<file path="src/rtl/bram_loader_pkg.sv">
// Shared types and defaults for the BRAM frame loader.
// FSM state encoding plus default sync marker and RAM address width.
package bram_loader_pkg;

    typedef enum logic [2:0] {
        IDLE,
        AHI,
        ALO,
        LEN,
        DATA,
        CHK,
        VERIFY,
        DONE
    } state_t;

    localparam logic [7:0] DEF_SYNC_BYTE = 8'hA5;
    localparam int         DEF_ADDR_W    = 11;

endpackage

</file>
<file path="src/rtl/bram_loader.sv">
// Frame loader: SYNC, ADDR_HI, ADDR_LO, LEN, data, CHK into one RAM port; LOADER_READBACK_EN adds a readback verify.
// Latency: each data byte is written one cycle after acceptance; done one cycle after CHK (LEN+1 more with readback).
// Backpressure: in_ready is low only in VERIFY and DONE; in_valid low stalls the frame indefinitely.
module bram_loader
    import bram_loader_pkg::*;
#(
    parameter logic [7:0] SYNC_BYTE = DEF_SYNC_BYTE,
    parameter int         ADDR_W    = DEF_ADDR_W
) (
    input  logic              clk,
    input  logic              rst,
    input  logic [7:0]        in_data,
    input  logic              in_valid,
    output logic              in_ready,
    output logic [ADDR_W-1:0] mem_addr,
    output logic [7:0]        mem_data,
    output logic              mem_we,
    input  logic [7:0]        mem_q,
    output logic              cpu_hold,
    output logic              done,
    output logic              err
);

    state_t            state_q, state_d;
    logic [ADDR_W-1:0] ptr_q, ptr_d;
    logic [2:0]        ahi_q, ahi_d;
    logic [8:0]        cnt_q, cnt_d;
    logic [7:0]        sum_q, sum_d;
    logic              in_ready_q, in_ready_d;
    logic [ADDR_W-1:0] mem_addr_q, mem_addr_d;
    logic [7:0]        mem_data_q, mem_data_d;
    logic              mem_we_q, mem_we_d;
    logic              cpu_hold_q, cpu_hold_d;
    logic              done_q, done_d;
    logic              err_q, err_d;

`ifdef LOADER_READBACK_EN
    logic [ADDR_W-1:0] start_q, start_d;
    logic [8:0]        len_q, len_d;
    logic [7:0]        chk_q, chk_d;
    logic [7:0]        rb_sum;
    assign rb_sum = sum_q + mem_q;
`else
    logic unused_mem_q;
    assign unused_mem_q = ^mem_q;
`endif

    logic        accept;
    logic [10:0] frame_addr;
    assign accept     = in_valid && in_ready_q;
    assign frame_addr = {ahi_q, in_data};

    always_comb begin
        state_d    = state_q;
        ptr_d      = ptr_q;
        ahi_d      = ahi_q;
        cnt_d      = cnt_q;
        sum_d      = sum_q;
        mem_addr_d = mem_addr_q;
        mem_data_d = mem_data_q;
        mem_we_d   = 1'b0;
        err_d      = err_q;
`ifdef LOADER_READBACK_EN
        start_d    = start_q;
        len_d      = len_q;
        chk_d      = chk_q;
`endif
        case (state_q)
            IDLE: if (accept && in_data == SYNC_BYTE) begin
                err_d   = 1'b0;
                sum_d   = 8'd0;
                state_d = AHI;
            end
            AHI: if (accept) begin
                ahi_d   = in_data[2:0];
                state_d = ALO;
            end
            ALO: if (accept) begin
                ptr_d   = ADDR_W'(frame_addr);
`ifdef LOADER_READBACK_EN
                start_d = ADDR_W'(frame_addr);
`endif
                state_d = LEN;
            end
            LEN: if (accept) begin
                cnt_d   = (in_data == 8'd0) ? 9'd256 : {1'b0, in_data};
`ifdef LOADER_READBACK_EN
                len_d   = (in_data == 8'd0) ? 9'd256 : {1'b0, in_data};
`endif
                state_d = DATA;
            end
            DATA: if (accept) begin
                mem_we_d   = 1'b1;
                mem_addr_d = ptr_q;
                mem_data_d = in_data;
                ptr_d      = ptr_q + ADDR_W'(1);
                sum_d      = sum_q + in_data;
                cnt_d      = cnt_q - 9'd1;
                if (cnt_q == 9'd1) state_d = CHK;
            end
            CHK: if (accept) begin
                if (in_data != sum_q) begin
                    err_d   = 1'b1;
                    state_d = DONE;
                end else begin
`ifdef LOADER_READBACK_EN
                    chk_d      = in_data;
                    mem_addr_d = start_q;
                    cnt_d      = 9'd0;
                    sum_d      = 8'd0;
                    state_d    = VERIFY;
`else
                    state_d    = DONE;
`endif
                end
            end
`ifdef LOADER_READBACK_EN
            // cnt_q is the VERIFY cycle index; mem_q lags the address by one cycle
            VERIFY: begin
                mem_addr_d = mem_addr_q + ADDR_W'(1);
                cnt_d      = cnt_q + 9'd1;
                if (cnt_q != 9'd0) sum_d = rb_sum;
                if (cnt_q == len_q) begin
                    if (rb_sum != chk_q) err_d = 1'b1;
                    state_d = DONE;
                end
            end
`endif
            DONE:    state_d = IDLE;
            default: state_d = IDLE;
        endcase
        in_ready_d = (state_d != VERIFY) && (state_d != DONE);
        cpu_hold_d = (state_d != IDLE);
        done_d     = (state_d == DONE);
    end

    always_ff @(posedge clk) begin
        if (rst) begin
            state_q    <= IDLE;
            ptr_q      <= '0;
            ahi_q      <= 3'd0;
            cnt_q      <= 9'd0;
            sum_q      <= 8'd0;
            in_ready_q <= 1'b1;
            mem_addr_q <= '0;
            mem_data_q <= 8'd0;
            mem_we_q   <= 1'b0;
            cpu_hold_q <= 1'b0;
            done_q     <= 1'b0;
            err_q      <= 1'b0;
`ifdef LOADER_READBACK_EN
            start_q    <= '0;
            len_q      <= 9'd0;
            chk_q      <= 8'd0;
`endif
        end else begin
            state_q    <= state_d;
            ptr_q      <= ptr_d;
            ahi_q      <= ahi_d;
            cnt_q      <= cnt_d;
            sum_q      <= sum_d;
            in_ready_q <= in_ready_d;
            mem_addr_q <= mem_addr_d;
            mem_data_q <= mem_data_d;
            mem_we_q   <= mem_we_d;
            cpu_hold_q <= cpu_hold_d;
            done_q     <= done_d;
            err_q      <= err_d;
`ifdef LOADER_READBACK_EN
            start_q    <= start_d;
            len_q      <= len_d;
            chk_q      <= chk_d;
`endif
        end
    end

    assign in_ready = in_ready_q;
    assign mem_addr = mem_addr_q;
    assign mem_data = mem_data_q;
    assign mem_we   = mem_we_q;
    assign cpu_hold = cpu_hold_q;
    assign done     = done_q;
    assign err      = err_q;

endmodule

</file>
<file path="config.mk">
export PLATFORM = sky130hd
export DESIGN_NAME = bram_loader
export DESIGN_NICKNAME = d
export VERILOG_FILES = /design/src/rtl/bram_loader_pkg.sv /design/src/rtl/bram_loader.sv
export SDC_FILE = /design/constraint.sdc
export NUM_CORES = 1
export LEC_CHECK = 0
export BUFFER_PORTS_ARGS = -buffer_cell sky130_fd_sc_hd__buf_2
export CORE_MARGIN = 2
export CORE_UTILIZATION = 51
export DETAILED_ROUTE_END_ITERATION = 8
export GPL_TIMING_DRIVEN = 0
export PLACE_DENSITY_LB_ADDON = 0.05
export SYNTH_ARGS = -nofsm -noshare
export SYNTH_HDL_FRONTEND = slang
export SYNTH_SLANG_ARGS = --single-unit
</file>
<file path="constraint.sdc">
create_clock -name clk -period 1.9 [get_ports clk]
set_input_delay 0.095 -clock clk [delete_from_list [all_inputs] [get_ports clk]]
set_output_delay 0.095 -clock clk [all_outputs]
set_load 0.02 [all_outputs]
</file>
==> impl_metrics.yaml <==
placement:
  routabilityCongestion: 0.901
  dp_hpwl_mm: 5.60
  io_buffer_count: 33
  dp_slack_ns: -0.0738
yosys:
  synthArstFlopShare: 0
  synth_edf_count: 0
  synth_ff_type: "dfxtp_1"
  syn_area_per_cell_um2: 8.09
  ys_warn_count: 0
  synth-seq-cells: 58
  ys_seq_area_frac: 0.390
  synth_nets: 398
  synthesis.area_um2: 2980
  synth_cells: 368
  ys_types: 61
finish:
  drive_gt1_frac: 0.200
  final_nets: 445
  fin_util: 0.633
  syn2layout_area_growth_pct: 18.6
  diodes: 0
worst_setup_path:
  path_class: "reg2reg"
  r2r_cells: 7
  cp-end-kind: "flop"
  required_ns: 2.19
  crit_fanout: 3
  startpoint_type: "flop"
  r2r_end: "sum_q[6]"
  reg2reg_slack_ns: 0.06
  rr_startpoint: "sum_q[0]"
  critPathArrivalTime_ns: 2.13
global_route:
  grt_busiest_layer: "met2"
  grtUsageMet1: 0.349
  grt_max_degree: 11
  gr-usage-met3: 0.0461
  grt_use_total: 0.268
  grt_pass1_vias: 2649
  grt_pass1_wl_mm: 13.0
  grt_overflow: 0
  grt_util_met2: 0.432
  antenna_found_initial: 0
timing:
  max-slew-margin-rel: 0.587
  final-hold-violation-count: 0
  timing.fmax_mhz: 544
  rsz0062_at_grt: "no"
  fin_crit_ns: 1.84
  setup_ws_ns: 0.0607
  fin_crit_sh: 0.968
  whs_ns: 0.0576
  worst_slew_pin_slew_ns: 0.620
  slew_viol_final: 0
  setup_viol: 0
  fin_skew_ns: 0.00801
floorplanning:
  io_pins: 43
  row_count: 27
  core_um2: 5570
  die_w_um: 80.4
  die_h_um: 80.4
  initial_core_util: 0.534
  die_area_um2: 6460
hold_path:
  hold-path-endpoint: "mem_data[5]"
  whs_path_depth: 3
  hp-start: "in_data[5]"
  hold_class: "in2reg"
clocking:
  cts_root_buf: "clkbuf_8"
  clk-insertion-delay-late_ns: 0.34
  cts_tree: "built"
  cts_buffers: 9
  clk_pin_slew_ns: 0.07
  cts_buffer_depth: 2
  clkSinkCount: 58
  htree_levels: 3
routing:
  ant_nets: 0
  drc: 0
  drt_iter0_drc: 184
  firstDrtPassIters: 4
  wl_per_cell_um: 16.1
  via_count: 2835
  wirelength_mm: 7.91
  vias_per_cell: 5.77
pwr:
  leakagePower_nw: 1.38
  combPwrFrac: 0.049
  powerDensity_nw_per_um2: 698
  internal_power_w: 0.00188
  seqPwrFrac: 0.493
  vdd_drop_max_v: 0.000421
  clkPwrFrac: 0.458
  switching_share: 0.237
  power.switching_w: 0.000585
status:
  status: "complete, no violations"
job:
  max_cap_violations: 0
## critical path, stage by stage, from the launching register on
cell and delay [ns]:
dfxtp_1 0.32, ha_1 0.23, fa_2 0.37, a21o_1 0.17, a21oi_2 0.15, o21bai_1 0.11
o41a_1 0.37, nand2_1 0.07
## worst max-delay path by stage
stage / startpoint / to / slack, ns
final: sum_q[0] / sum_q[6] / 0.06
after global routing: sum_q[0] / sum_q[6] / 0.003
after CTS: sum_q[1] / sum_q[7] / 0.002
after detailed placement: in_data[0] / sum_q[6] / -0.07
after global placement: in_data[0] / sum_q[6] / -0.06
after floorplan: sum_q[0] / sum_q[6] / 0.09
## what timing repair did
item / 4_1_cts / 5_1_grt
endpoints found under the setup margin: 2 / 8
hold endpoints to repair: 0 / 0
hold buffers: 0 / 0
setup buffers: 0 / 3
pin swaps: 0 / 4
gates cloned: 0 / 0
gates resized for setup: 3 / 13
## sequential cells by signal (all words and copies together) (netlist names)
name      count
in_ready      1
cnt_q         9
mem_addr     11
cpu_hold      1
mem_we        1
sum_q         8
ptr_q        11
err           1
ahi_q         3
mem_data      8
done          1
state_q       3
## cell usage after synthesis, types with 3 or more instances
cell type  number  area (um2)
a211o_1         3        26.3
a211oi_1        4        30.0
a21o_1          4        30.0
a21oi_1        46         230
a22o_1          6        52.6
a22oi_1         3        22.5
and3_1          3        18.8
buf_2           7        35.0
buf_4           3        22.5
clkbuf_1       10        37.5
dfxtp_1        58        1160
ha_1           10         125
inv_1           9        33.8
mux2i_1         3        30.0
nand2_1        63         236
nand2b_1        4        25.0
nand3_1         6        30.0
nand4_1         4        25.0
nor2_1         26        97.6
nor3_1         10        50.1
nor3b_1         4        30.0
nor4_1          4        25.0
o21ai_0        22         110
o21ai_1         3        15.0
o31ai_1         4        30.0
or3_1           5        31.3
xnor2_1         4        35.0
## power groups by stage
stage / logic [W] / clock network [W] / registers, W
floorplan: 0.0000603 / 0 / 0.00124
global placement: 0.000108 / 0 / 0.00124
detailed placement: 0.000109 / 0 / 0.00124
CTS: 0.000110 / 0.00115 / 0.00122
global route: 0.000131 / 0.00121 / 0.00121
finish: 0.000121 / 0.00113 / 0.00121
## metal layers
metal,routed length (um),part of all wire
met1,3590,0.45
met2,3830,0.48
met3,315,0.040
met4,176,0.022
met5,0,0
## through the flow
| stage | cells | TNS, ns | area [um2] | total power (W) |
|---|---|---|---|---|
| 3_3_place_gp | 473 | -0.0646 | 3230 | 0.00135 |
| 6_report | 491 | 0 | 3530 | 0.00246 |
| 3_5_place_dp | 473 | -0.0738 | 3230 | 0.00135 |
| 5_1_grt | 491 | 0 | 3530 | 0.00255 |
| 2_1_floorplan | 368 | 0 | 2980 | 0.00130 |
| 4_1_cts | 488 | 0 | 3430 | 0.00248 |
## placed cells by master, fill, tap and decap left out, types with 3 or more instances in the layout
| master | count |
|---|---|
| a21oi_1 | 45 |
| buf_2 | 40 |
| nor2_1 | 26 |
| a21o_1 | 4 |
| nand2b_1 | 4 |
| dfxtp_1 | 57 |
| mux2i_1 | 3 |
| ha_1 | 5 |
| o21ai_1 | 3 |
| and3_1 | 3 |
| o21ai_0 | 22 |
| nor3_1 | 10 |
| a211oi_1 | 3 |
| nor3b_1 | 3 |
| clkbuf_1 | 9 |
| xnor2_1 | 4 |
| o31ai_1 | 4 |
| clkbuf_8 | 10 |
| a22o_1 | 6 |
| nand4_1 | 4 |
| buf_4 | 6 |
| inv_1 | 9 |
| nand2_1 | 63 |
| a211o_1 | 3 |
| nand3_1 | 6 |
| or3_1 | 5 |
| ha_4 | 5 |
| nor4_1 | 4 |
| a22oi_1 | 3 |
## cell type report
class	count	area, um2
tap	72	90.1
clock inverter	5	55.1
buffer	23	119
inverter	9	33.8
fill	518	2040
clock buffer	10	138
timing repair buffer	36	188
sequential	58	1160
multi-input combinational	278	1740
## cell families after synthesis
logic type / share of synthesized area
compound gates: 0.245
xor+xnor: 0.0177
flops: 0.390
fa+ha+maj: 0.0488
buf+inv: 0.0509
mux: 0.0101
simple gates: 0.237
Note: power is estimated with default switching activity, not from simulation.
